$ cat src/rtl/exu_csr_arb_pkg.sv
// Shared encodings for the CSR port arbiter: CSR op codes, one-hot sequencer states
// and requester identities.
package exu_csr_arb_pkg;

    localparam int CSR_OP_W = 2;

    typedef enum logic [CSR_OP_W-1:0] {
        OP_RD = 2'b00,
        OP_RW = 2'b01,
        OP_RS = 2'b10,
        OP_RC = 2'b11
    } csr_op_e;

    typedef enum logic [3:0] {
        ST_IDLE = 4'b0001,
        ST_RD   = 4'b0010,
        ST_WR   = 4'b0100,
        ST_RSP  = 4'b1000
    } arb_state_e;

    typedef enum logic {
        REQ_EX  = 1'b0,
        REQ_DBG = 1'b1
    } req_e;

    // Read-only accesses never touch the file on the write phase.
    function automatic logic op_writes(input logic [CSR_OP_W-1:0] op);
        return op != OP_RD;
    endfunction

endpackage

$ cat src/rtl/exu_csr_rmw.sv
// Combinational read-modify-write merge of a CSR operand with the old CSR value.
module exu_csr_rmw
    import exu_csr_arb_pkg::*;
#(
    parameter int DW = 32
) (
    input  logic [CSR_OP_W-1:0] op,
    input  logic [DW-1:0]       opn,
    input  logic [DW-1:0]       rdat,
    output logic [DW-1:0]       wdat
);

    always_comb begin
        wdat = rdat;
        case (op)
            OP_RW:   wdat = opn;
            OP_RS:   wdat = opn | rdat;
            OP_RC:   wdat = ~opn & rdat;
            default: wdat = rdat;
        endcase
    end

endmodule

$ cat src/rtl/exu_csr_arb.sv
// Arbiter and read -> write -> respond sequencer for the single CSR file port,
// shared between the EXU CSR path (ex) and the debug module (dbg).
module exu_csr_arb
    import exu_csr_arb_pkg::*;
#(
    parameter int DW      = 32,
    parameter int AW      = 12,
    parameter int DBG_PRI = 1
) (
    input  logic                clk,
    input  logic                rst,
    input  logic                hs_ex4ca_val,
    output logic                hs_ca4ex_rdy,
    input  logic [CSR_OP_W-1:0] ex_op,
    input  logic [AW-1:0]       ex_idx,
    input  logic [DW-1:0]       ex_opn,
    input  logic                ex_nowr,
    output logic                hs_ca4ex_rval,
    input  logic                hs_ex4ca_rrdy,
    output logic [DW-1:0]       ex_rdat,
    output logic                ex_err,
    input  logic                hs_db4ca_val,
    output logic                hs_ca4db_rdy,
    input  logic [CSR_OP_W-1:0] dbg_op,
    input  logic [AW-1:0]       dbg_idx,
    input  logic [DW-1:0]       dbg_opn,
    input  logic                dbg_nowr,
    output logic                hs_ca4db_rval,
    input  logic                hs_db4ca_rrdy,
    output logic [DW-1:0]       dbg_rdat,
    output logic                dbg_err,
    output logic                csr_ren,
    output logic                csr_wen,
    output logic [AW-1:0]       csr_idx,
    output logic [DW-1:0]       csr_wdat,
    input  logic [DW-1:0]       csr_rdat,
    input  logic                csr_ill
);

    arb_state_e          state_q, state_d;
    req_e                gnt_q, last_q, win;
    logic [CSR_OP_W-1:0] op_q;
    logic [AW-1:0]       idx_q;
    logic [DW-1:0]       opn_q, rdat_q, rmw_wdat;
    logic                nowr_q, ill_q;
    logic                idle, accept, rsp_rrdy;

    // On a tie either dbg wins outright, or the side that was not served last wins.
    always_comb begin
        win = REQ_EX;
        if (hs_ex4ca_val && hs_db4ca_val) begin
            if (DBG_PRI != 0) win = REQ_DBG;
            else              win = (last_q == REQ_EX) ? REQ_DBG : REQ_EX;
        end else if (hs_db4ca_val) begin
            win = REQ_DBG;
        end
    end

    assign idle         = (state_q == ST_IDLE) && !rst;
    assign hs_ca4ex_rdy = idle && hs_ex4ca_val && (win == REQ_EX);
    assign hs_ca4db_rdy = idle && hs_db4ca_val && (win == REQ_DBG);
    assign accept       = hs_ca4ex_rdy || hs_ca4db_rdy;
    assign rsp_rrdy     = (gnt_q == REQ_EX) ? hs_ex4ca_rrdy : hs_db4ca_rrdy;

    exu_csr_rmw #(.DW(DW)) u_rmw (
        .op   (op_q),
        .opn  (opn_q),
        .rdat (rdat_q),
        .wdat (rmw_wdat)
    );

    always_comb begin
        state_d  = state_q;
        csr_ren  = 1'b0;
        csr_wen  = 1'b0;
        csr_idx  = '0;
        csr_wdat = '0;
        case (state_q)
            ST_IDLE: if (accept) state_d = ST_RD;
            ST_RD: begin
                csr_ren = 1'b1;
                csr_idx = idx_q;
                state_d = ST_WR;
            end
            ST_WR: begin
                csr_idx  = idx_q;
                csr_wdat = rmw_wdat;
                csr_wen  = !ill_q && !nowr_q && op_writes(op_q);
                state_d  = ST_RSP;
            end
            ST_RSP:  if (rsp_rrdy) state_d = ST_IDLE;
            default: state_d = ST_IDLE;
        endcase
    end

    // Illegal reads are zeroed at capture so the response never leaks file contents.
    always_ff @(posedge clk or posedge rst) begin
        if (rst) begin
            state_q <= ST_IDLE;
            gnt_q   <= REQ_EX;
            last_q  <= REQ_DBG;
            op_q    <= '0;
            idx_q   <= '0;
            opn_q   <= '0;
            nowr_q  <= 1'b0;
            rdat_q  <= '0;
            ill_q   <= 1'b0;
        end else begin
            state_q <= state_d;
            if (accept) begin
                gnt_q  <= win;
                op_q   <= (win == REQ_DBG) ? dbg_op   : ex_op;
                idx_q  <= (win == REQ_DBG) ? dbg_idx  : ex_idx;
                opn_q  <= (win == REQ_DBG) ? dbg_opn  : ex_opn;
                nowr_q <= (win == REQ_DBG) ? dbg_nowr : ex_nowr;
            end
            if (state_q == ST_RD) begin
                rdat_q <= csr_ill ? '0 : csr_rdat;
                ill_q  <= csr_ill;
            end
            if (state_q == ST_RSP && rsp_rrdy) last_q <= gnt_q;
        end
    end

    assign hs_ca4ex_rval = (state_q == ST_RSP) && (gnt_q == REQ_EX);
    assign hs_ca4db_rval = (state_q == ST_RSP) && (gnt_q == REQ_DBG);
    assign ex_rdat       = hs_ca4ex_rval ? rdat_q : '0;
    assign dbg_rdat      = hs_ca4db_rval ? rdat_q : '0;
    assign ex_err        = hs_ca4ex_rval && ill_q;
    assign dbg_err       = hs_ca4db_rval && ill_q;

endmodule

$ cat config.mk
export PLATFORM = sky130hd
export DESIGN_NAME = exu_csr_arb
export DESIGN_NICKNAME = d
export VERILOG_FILES = /design/src/rtl/exu_csr_arb_pkg.sv /design/src/rtl/exu_csr_rmw.sv /design/src/rtl/exu_csr_arb.sv
export SDC_FILE = /design/constraint.sdc
export NUM_CORES = 1
export LEC_CHECK = 0
export BUFFER_PORTS_ARGS = -buffer_cell sky130_fd_sc_hd__buf_4
export CORE_MARGIN = 4
export CORE_UTILIZATION = 51
export CTS_BUF_LIST = sky130_fd_sc_hd__clkbuf_4
export DETAILED_ROUTE_END_ITERATION = 16
export PLACE_DENSITY = 0.95
export SYNTH_ARGS = -nofsm -noshare
export SYNTH_HDL_FRONTEND = slang
export SYNTH_SLANG_ARGS = --single-unit
$ cat constraint.sdc
create_clock -name clk -period 4.1 [get_ports clk]
set_input_delay 0.41 -clock clk [delete_from_list [all_inputs] [get_ports clk]]
set_output_delay 0.41 -clock clk [all_outputs]
set_load 0.01 [all_outputs]
==> impl_metrics.py, run 1 <==
metrics = {
    "grt": {
        "antenna_found_initial": 1,
        "grt_max_degree": 67,
        "gr-usage-all-layers_pct": 26.6,
        "grt_pass1_wl_mm": 27.0,
        "grt_pass1_vias": 5488,
        "grt_overflow": 0,
    },
    "drt": {
        "viasPerCell": 5.52,
        "drt_iter0_markers": 254,
        "wire_per_inst_um": 17.4,
        "wl_mm": 16.6,
        "dr_total_vias": 5257,
        "dr.pass1.iters": 5,
        "detail-route-antenna-nets": 0,
        "drc_errors": 0,
    },
    "critical_path": {
        "cp_top_family": "simple AND/OR/NAND/NOR gates",
        "critPathMaxStageDelay_ps": 550,
        "worstPathRequired_ps": 3690,
        "path_max_fanout": 18,
        "crit_arrival_ps": 2570,
        "endpoint_kind": "output pin",
        "r2r_cells": 4,
        "path_buf_inv": 2,
        "rrSetupSlack_ps": 1880,
        "cp_slowest_cell": "or4b_1",
        "crit_path_start_kind": "flop",
        "path_class": "reg -> out",
        "timing.rr.start": "state_q[0]$_DFFE_PP1P_",
        "reg2reg_to": "opn_q[9]$_DFFE_PP0P_",
        "path_cells": "or4b_1 > nor2_2 > buf_4 > and2_1 > buf_4",
        "crit_top_cell": "buf_4",
    },
    "sta": {
        "max_freq_mhz": 336,
        "tns_ps": 0,
        "tightest_slew_ps": 1180,
        "period_share_pct": 72.6,
        "clock_skew_ps": 21.8,
        "hold_viol_final": 0,
        "slew_headroom_pct": 20.5,
        "fin_crit_ps": 2980,
        "rsz0062_at_grt": "no",
        "setup_viol": 0,
        "fin_ws_ps": 1120,
        "slew_viol_final": 0,
    },
    "status": {
        "outcome": "finished clean",
    },
    "synth": {
        "synth_common_cells": "96 x a21oi_1, 85 x mux2_2, 84 x dfrtp_1",
        "yosysMostFrequentCell": "a21oi_1",
        "synth_cells": 586,
        "synth_area_leaders": "dfrtp_1 39%, mux2_2 18%, and2_1 9.2%, a21oi_1 8.9%, o21a_1 4.5%",
        "seq_area_frac_synth_pct": 39.6,
        "yosysTopAreaCell": "dfrtp_1",
        "synthArstFlopShare_pct": 100,
        "synth_cell_types": 26,
        "syn_nets": 719,
        "synthFlopType": "dfrtp_1",
        "syn_area_per_cell_um2": 9.16,
        "synth-edff-count": 0,
        "ys_ff_latch": 85,
        "yosysTopAreaCellShare_pct": 39.2,
        "netlist_area_um2": 5370,
        "ys_warn_count": 0,
    },
    "clock_network": {
        "tritoncts": "done",
        "cts.path.max_buffers": 2,
        "insertion_delay_ps": 410,
        "cts.sinks": 85,
        "cts_made_buffers": 9,
        "cts_hold_buf": 0,
        "cts_root_buf": "clkbuf_4",
        "post_cts_buffers": 0,
        "cts_resized": 0,
        "cts.htree.levels": 3,
        "clkTransAtPathRegs_ps": 140,
    },
    "floorplanning": {
        "rows": 37,
        "coreArea_um2": 10300,
        "initial_core_util_pct": 52.2,
        "dieArea_um2": 12200,
        "die_h_um": 111,
        "dieWidth_um": 111,
        "ios": 249,
    },
    "pwr": {
        "cellLeakagePower_nw": 3.57,
        "total_power_w": 0.00359,
        "vdd_drop_max_mv": 0.264,
        "power_density_nw_per_um2": 483,
    },
    "place": {
        "hpwl_mm": 12.1,
        "gp_congestion": 0.830,
        "place_ws_ps": 1590,
        "port_buffers": 248,
    },
    "finish": {
        "nets": 943,
        "layout-drive-gt1-share_pct": 44.8,
        "area_growth_pct": 38.6,
        "nFillCells": 737,
    },
    "job": {
        "drv_cap": 0,
    },
    "worst_hold_path": {
        "hold_class": "in -> async",
    },
}
-- layout by cell type, fill, tap and decap left out, types with 2 or more instances in the layout --
cell / Yosys / layout
o21a_1: 32 / 32
nor2_2: 0 / 2
inv_1: 4 / 3
nor2_1: 37 / 35
nand2b_1: 33 / 33
dfrtp_1: 84 / 83
clkinv_1: 0 / 3
buf_4: 1 / 258
nor3_1: 3 / 3
nand2_1: 35 / 35
o21ai_0: 32 / 32
or4b_2: 2 / 2
clkbuf_4: 0 / 9
mux2_1: 10 / 10
clkinv_4: 0 / 2
and2_1: 79 / 79
a21oi_1: 96 / 96
mux2_2: 85 / 85
-- layout make-up --
| type | instances | area (um^2) | share of cell area (%) |
|---|---|---|---|
| Multi-Input combinational cell | 452 | 3050 | 41.0 |
| Sequential cell | 85 | 2130 | 28.6 |
| Timing Repair Buffer | 258 | 1940 | 26.0 |
| Tap cell | 136 | 170 | 2.29 |
| Clock buffer | 9 | 67.6 | 0.908 |
| Clock inverter | 7 | 66.3 | 0.891 |
| Inverter | 4 | 16.3 | 0.219 |
| Antenna cell | 1 | 2.50 | 0.0336 |
-- cell families after synthesis --
logic type             synth area share, %
multiplexers                          19.9
AO/OA/AOI/OAI                         16.7
buffers and inverters                 3.75
AND/OR/NAND/NOR                       19.8
XOR/XNOR                             0.163
flip-flops                            39.6
-- worst register-to-register path: cells and delay by family (launching register included) --
kind | cells | cell delay, ps
flip-flops | 1 | 590
AND/OR/NAND/NOR | 2 | 680
multiplexers | 1 | 400
buffers and inverters | 1 | 440
-- power breakdown --
| group | switching, W | total [W] | leakage (nW) | internal (W) |
|---|---|---|---|---|
| Combinational | 0.000785 | 0.00149 | 2.46 | 0.000702 |
| Clock | 0.000289 | 0.000471 | 0.0686 | 0.000182 |
| Sequential | 0.000407 | 0.00163 | 1.04 | 0.00123 |
| Total | 0.00148 | 0.00359 | 3.57 | 0.00211 |
-- layer usage --
layer	track usage, %	up-vias	part of all wire [%]
li1	-	2465	-
met1	29.8	2499	37
met2	47.8	249	52
met3	5.97	44	7.5
met4	12.6	0	3.4
met5	0	-	0
-- state kept, by name (all words and copies together) (netlist names) --
name / cells
nowr_q: 1
rdat_q: 32
state_q: 4
ill_q: 1
gnt_q: 1
opn_q: 32
op_q: 2
idx_q: 12
-- metrics by stage --
| step | instance area, um^2 | util, % | std cells | hold WS, ps |
|---|---|---|---|---|
| after floorplan | 5370 | - | 586 | 449 |
| after global placement | 7300 | 71.1 | 935 | 466 |
| after detailed placement | 7300 | 71.1 | 935 | 484 |
| after CTS | 7440 | 72.4 | 951 | 164 |
| after global routing | 7440 | 72.4 | 952 | 200 |
| final | 7440 | 72.4 | 952 | 166 |
-- how the worst max path moves through the flow --
| stage | from | to | cells after the start |
|---|---|---|---|
| final | state_q[3]$_DFFE_PP0P_ | dbg_rdat[25] | 5 |
| after global routing | state_q[3]$_DFFE_PP0P_ | dbg_rdat[22] | 5 |
| after CTS | state_q[3]$_DFFE_PP0P_ | dbg_rdat[25] | 5 |
| after detailed placement | state_q[3]$_DFFE_PP0P_ | dbg_rdat[25] | 5 |
| after global placement | state_q[2]$_DFFE_PP0P_ | ex_rdat[29] | 5 |
| after floorplan | rst | gnt_q$_DFFE_PP0P_ | 1 |
(Power assumes the default switching activity.)
==> inputs of run 2 (changes only) <==
Settings changed: ABC_AREA from default to 1, CORE_UTILIZATION 51 to 49, PLACE_DENSITY 0.95 to 0.93.
Clock period 4.1 ns to 3.1 ns, I/O delays scaled along.
==> run 2 against run 1 <==
Against the previous run: count of clock-buffer cells in the layout is the same; first-iteration DRC count grew 57%; worst setup slack lost 680 ps; critical path type unchanged; highest routed layer unchanged.
==> impl_metrics.py, run 2 <==
metrics = {
    "status": {
        "outcome": "finished clean",
    },
    "sta": {
        "hold_viol_final": 0,
        "setup_viol": 0,
        "slew_viol_final": 0,
        "rsz0062_at_grt": "no",
        "max_freq_mhz": 376,
        "fin_ws_ps": 442,
        "clock_skew_ps": 25.7,
        "period_share_pct": 85.8,
        "fin_crit_ps": 2660,
        "tightest_slew_ps": 830,
        "tns_ps": 0,
        "slew_headroom_pct": 44.6,
    },
    "synth": {
        "synth_cells": 799,
        "synth_cell_types": 22,
        "synthFlopType": "dfrtp_1",
        "netlist_area_um2": 5320,
        "yosysTopAreaCell": "dfrtp_1",
        "seq_area_frac_synth_pct": 40.0,
        "synth_area_leaders": "dfrtp_1 40%, nand2_1 19%, nor2_1 8.3%, o2111ai_1 7.7%, o21ai_0 5.6%",
        "ys_ff_latch": 85,
        "syn_area_per_cell_um2": 6.66,
        "yosysTopAreaCellShare_pct": 39.5,
        "synth_common_cells": "267 x nand2_1, 117 x nor2_1, 84 x dfrtp_1",
        "synthArstFlopShare_pct": 100,
        "syn_nets": 932,
        "yosysMostFrequentCell": "nand2_1",
        "synth-edff-count": 0,
        "ys_warn_count": 0,
    },
    "finish": {
        "top_regs": "opn_q x32, rdat_q x32, idx_q x12",
        "multi_input_area_um2": 2690,
        "layout-drive-gt1-share_pct": 28.6,
        "regArea_um2": 2130,
        "final_cell_mix": "267 x nand2_1, 264 x buf_4, 116 x nor2_1, 84 x dfrtp_1, 60 x o21ai_0",
        "diodes": 0,
        "nFillCells": 899,
        "mostFrequentLayoutCell": "nand2_1",
        "area_growth_pct": 37.7,
        "nets": 1142,
    },
    "place": {
        "place_ws_ps": 948,
        "gp_congestion": 0.823,
        "port_buffers": 248,
        "hpwl_mm": 12.5,
    },
    "critical_path": {
        "critPathMaxStageDelay_ps": 440,
        "cp_slowest_cell": "dfrtp_1",
        "timing.rr.start": "state_q[2]$_DFFE_PP0P_",
        "reg2reg_to": "rdat_q[11]$_DFFE_PP0N_",
        "crit_top_cell": "nor2_1",
        "cp_top_family": "simple AND/OR/NAND/NOR gates",
        "endpoint_kind": "output pin",
        "worstPathRequired_ps": 2790,
        "worstSetupEndpoint": "ex_rdat[23]",
        "crit_arrival_ps": 2350,
        "path_max_fanout": 20,
        "cp.depth": 7,
        "crit_path_start_kind": "flop",
        "path_class": "reg -> out",
        "startpoint": "state_q[1]$_DFFE_PP0P_",
        "path_cells": "nor2_1 > inv_1 > nor2_1 > nand2_1 > buf_4 > nor2_1 > buf_4",
        "r2r_cells": 6,
        "rrSetupSlack_ps": 1140,
        "path_buf_inv": 3,
    },
    "floorplanning": {
        "coreArea_um2": 10500,
        "initial_core_util_pct": 50.8,
        "rows": 37,
        "die_h_um": 112,
        "ios": 249,
        "dieArea_um2": 12600,
        "dieWidth_um": 112,
    },
    "drt": {
        "dr_total_vias": 6150,
        "detail-route-antenna-nets": 0,
        "drt_iter0_markers": 399,
        "wire_per_inst_um": 15.2,
        "viasPerCell": 5.36,
        "drc_errors": 0,
        "dr.pass1.iters": 6,
        "wl_mm": 17.5,
    },
    "grt": {
        "gr-usage-all-layers_pct": 27.0,
        "grt_overflow": 0,
        "antenna_found_initial": 0,
        "grt_max_degree": 76,
        "grt_pass1_wl_mm": 28.5,
        "grt_pass1_vias": 5863,
    },
    "clock_network": {
        "cts.path.max_buffers": 2,
        "cts_made_buffers": 9,
        "cts.htree.levels": 3,
        "clkTransAtPathRegs_ps": 150,
        "cts_root_buf": "clkbuf_4",
        "insertion_delay_ps": 430,
        "cts_resized": 0,
        "tritoncts": "done",
        "cts.sinks": 85,
    },
    "pwr": {
        "cellLeakagePower_nw": 3.92,
        "vdd_drop_max_mv": 0.346,
        "power_density_nw_per_um2": 601,
    },
    "worst_hold_path": {
        "hold_class": "in -> reg",
    },
    "job": {
        "drv_cap": 0,
    },
}
## run 2: changes by cell type after synthesis, moves of 26 or more
| cell | delta |
|---|---|
| a21oi_1 | -62 |
| and2_1 | -79 |
| buf_2 | +26 |
| inv_1 | +53 |
| mux2_2 | -85 |
| nand2_1 | +232 |
| nand2b_1 | -33 |
| nand3_1 | +51 |
| nor2_1 | +80 |
| o2111ai_1 | +47 |
| o21a_1 | -32 |
| o21ai_0 | +28 |
## run 2: worst min path at each step
stage | startpoint | endpoint | slack (ps) | cells after the start
2_1_floorplan | csr_rdat[10] | rdat_q[10]$_DFFE_PP0N_ | 430 | 2
3_3_place_gp | rst | gnt_q$_DFFE_PP0P_ | 190 | 2
3_5_place_dp | rst | gnt_q$_DFFE_PP0P_ | 190 | 2
4_1_cts | csr_rdat[30] | rdat_q[30]$_DFFE_PP0N_ | 70 | 3
5_1_grt | csr_rdat[16] | rdat_q[16]$_DFFE_PP0N_ | 70 | 3
6_report | csr_rdat[30] | rdat_q[30]$_DFFE_PP0N_ | 80 | 3
## run 2: tightest hold or removal path: cells and delay by family
family	cells	cell delay, ps
and+or+nand+nor	1	40
buffers and inverters	1	80
AOI/OAI and AO/OA	1	60
## run 2: repair_timing
action                    in CTS  in global routing
setup buffers                  0                  0
hold endpoints to repair       2                  0
hold buffers                   1                  0
## run 2: area by class of cell
type | instances | share of cell area [%]
multi-input combinational | 589 | 36.7
sequential | 85 | 29.0
timing repair buffer | 265 | 27.2
inverter | 59 | 3.06
tap | 136 | 2.32
clock buffer | 9 | 0.922
clock inverter | 5 | 0.717
## run 2: per-layer routing
metal | up-vias | GRT usage, % | wire length (um)
li1 | 3003 | - | -
met5 | - | 0 | 0
met4 | 0 | 7.21 | 289
met3 | 30 | 5.71 | 1570
met2 | 287 | 46.5 | 8720
met1 | 2830 | 34.6 | 6930
## run 2: cell families (layout without fill, tap and decap cells)
family          after synthesis  in the layout  synth area share (%)
xor+xnor                      1              1                 0.165
flops                        85             85                  40.0
simple gates                443            443                  32.9
buf+inv                     125            338                  9.97
compound gates              145            145                  17.0
## run 2: through the flow
stage	std cells	hold slack [ps]	power [W]	cell area [um^2]	utilization [%]
2_1_floorplan	799	431	0.00318	5320	-
3_3_place_gp	1133	186	0.00371	7200	68.8
3_5_place_dp	1133	187	0.00381	7200	68.8
4_1_cts	1148	65.3	0.00441	7330	70.0
5_1_grt	1148	70.2	0.00479	7330	70.0
6_report	1148	76.5	0.00440	7330	70.0
## run 2: power by group
group / internal, W / switching, W
Sequential: 0.00157 / 0.000339
Clock: 0.000236 / 0.000373
Combinational: 0.000673 / 0.00121
Total: 0.00248 / 0.00192
==> inputs of run 3 (changes only) <==
Settings changed: RECOVER_POWER from default to 25.
==> run 3 against run 2 <==
Against the previous run: worst hold slack worse by 1.7 ps; die area stayed put; cell count stayed put; global-route usage stayed put; fmax is 0.52% lower; via count is 0.59% higher; sequential cell count stayed put; first-iteration DRC count is 1.0% higher; register-to-register slack hardly changed; count of clock-buffer cells in the layout stayed put; combinational power hardly changed; largest cell class unchanged.
==> impl_metrics.py, run 3 (synthesized netlist as in run 2, its figures left out) <==
metrics = {
    "status": {
        "outcome": "finished clean",
    },
    "place": {
        "hpwl_mm": 12.5,
        "port_buffers": 248,
        "gp_congestion": 0.823,
        "postPlaceCellArea_um2": 7200,
    },
    "drt": {
        "drt_iter0_markers": 403,
        "wl_mm": 17.5,
        "detail-route-antenna-nets": 0,
        "wire_per_inst_um": 15.2,
        "dr.pass1.iters": 5,
        "drc_errors": 0,
        "dr_total_vias": 6186,
        "viasPerCell": 5.39,
    },
    "sta": {
        "clock_skew_ps": 27.1,
        "tns_ps": 0,
        "slew_headroom_pct": 3.68,
        "period_share_pct": 86.2,
        "max_freq_mhz": 374,
        "setup_viol": 0,
        "slew_viol_final": 0,
        "rsz0062_at_grt": "no",
        "fin_crit_ps": 2670,
        "tightest_slew_ps": 1440,
        "hold_viol_final": 0,
    },
    "floorplanning": {
        "initial_core_util_pct": 50.8,
        "coreArea_um2": 10500,
        "ios": 249,
        "dieArea_um2": 12600,
        "dieWidth_um": 112,
        "rows": 37,
        "die_h_um": 112,
    },
    "finish": {
        "final_cell_mix": "267 x nand2_1, 261 x buf_4, 116 x nor2_1, 84 x dfrtp_1, 60 x o21ai_0",
        "area_growth_pct": 37.6,
        "diodes": 0,
        "top_regs": "opn_q x32, rdat_q x32, idx_q x12",
        "mostFrequentLayoutCell": "nand2_1",
        "nFillCells": 901,
        "final_area_um2": 7320,
        "layout-drive-gt1-share_pct": 28.6,
        "nets": 1142,
    },
    "grt": {
        "grt_overflow": 0,
        "antenna_found_initial": 0,
        "grt_max_degree": 76,
        "gr-usage-all-layers_pct": 27.0,
        "grt_pass1_wl_mm": 28.5,
        "grt_pass1_vias": 5863,
    },
    "critical_path": {
        "crit_arrival_ps": 2360,
        "endpoint_kind": "output pin",
        "path_max_fanout": 20,
        "crit_path_start_kind": "flop",
        "path_class": "reg -> out",
        "worstPathRequired_ps": 2790,
    },
    "clock_network": {
        "cts.sinks": 85,
        "cts_root_buf": "clkbuf_4",
        "cts_resized": 0,
        "cts.path.max_buffers": 2,
        "cts_made_buffers": 9,
        "cts.htree.levels": 3,
        "insertion_delay_ps": 430,
        "clkTransAtPathRegs_ps": 150,
        "tritoncts": "done",
    },
    "worst_hold_path": {
        "hold_class": "in -> reg",
    },
    "pwr": {
        "cellLeakagePower_nw": 3.92,
        "power_density_nw_per_um2": 601,
        "vdd_drop_max_mv": 0.332,
    },
    "job": {
        "drv_cap": 0,
    },
}
[run 3: cell count changes in the layout (fill, tap and decap cells not counted)]
cell,previous run,this run
buf_4,264,261
clkinvlp_2,0,1
clkbuf_2,0,2
clkbuf_4,9,10
inv_4,1,0
[run 3: path summary, 6_finish.rpt]
| kind | start | end | slack (ps) | cells past startpoint |
|---|---|---|---|---|
| max | state_q[1]$_DFFE_PP0P_ | ex_rdat[23] | 430 | 7 |
| min | csr_rdat[30] | rdat_q[30]$_DFFE_PP0N_ | 70 | 3 |
| max reg2reg | state_q[2]$_DFFE_PP0P_ | rdat_q[11]$_DFFE_PP0N_ | 1150 | 6 |
| min reg2reg | idx_q[10]$_DFFE_PP0P_ | idx_q[10]$_DFFE_PP0P_ | 520 | 2 |
| max in group asynchronous | rst | nowr_q$_DFFE_PP0P_ | 1110 | 4 |
| min in group asynchronous | rst | state_q[1]$_DFFE_PP0P_ | 360 | 3 |
[run 3: layer usage]
layer | global-route usage [%] | part of all wire (%) | wire [um] | up-vias
met5 | 0 | 0 | 0 | -
met4 | 7.21 | 1.6 | 276 | 0
met3 | 5.71 | 9.3 | 1630 | 28
met2 | 46.5 | 50 | 8690 | 306
met1 | 34.6 | 39 | 6890 | 2847
li1 | - | - | - | 3005
[run 3: per-stage QoR]
step	util [%]	worst slack (ps)	hold slack, ps	total power [W]	cells
floorplan	-	985	431	0.00318	799
global placement	68.8	1060	186	0.00371	1133
detailed placement	68.8	948	187	0.00381	1133
CTS	70.0	471	65.3	0.00441	1148
global route	70.0	346	70.2	0.00478	1148
finish	70.0	428	74.8	0.00440	1148
[run 3: critical path, cell delays in order (launching register included)]
cell and delay, ps:
dfrtp_1 440, nor2_1 160, inv_1 80, nor2_1 180, nand2_1 400, buf_4 370, nor2_1 160, buf_4 150
[run 3: cell type report]
cell class / count / area [um^2] / area share [%]
Multi-Input combinational cell: 589 / 2690 / 36.8
Sequential cell: 85 / 2130 / 29.1
Clock inverter: 5 / 52.6 / 0.718
Timing Repair Buffer: 265 / 1990 / 27.1
Clock buffer: 9 / 67.6 / 0.923
Tap cell: 136 / 170 / 2.32
Inverter: 59 / 223 / 3.04
[run 3: power breakdown]
part / internal (W) / leakage (nW) / switching (W) / total, W
sequential: 0.00157 / 1.08 / 0.000340 / 0.00191
combinational: 0.000672 / 2.77 / 0.00121 / 0.00188
clock: 0.000236 / 0.0695 / 0.000378 / 0.000614
total: 0.00248 / 3.92 / 0.00192 / 0.00440
[run 3: repair_timing]
item | CTS | global route
hold buffers | 1 | 0
endpoints found under the hold margin | 2 | 0
buffers inserted | 0 | 0
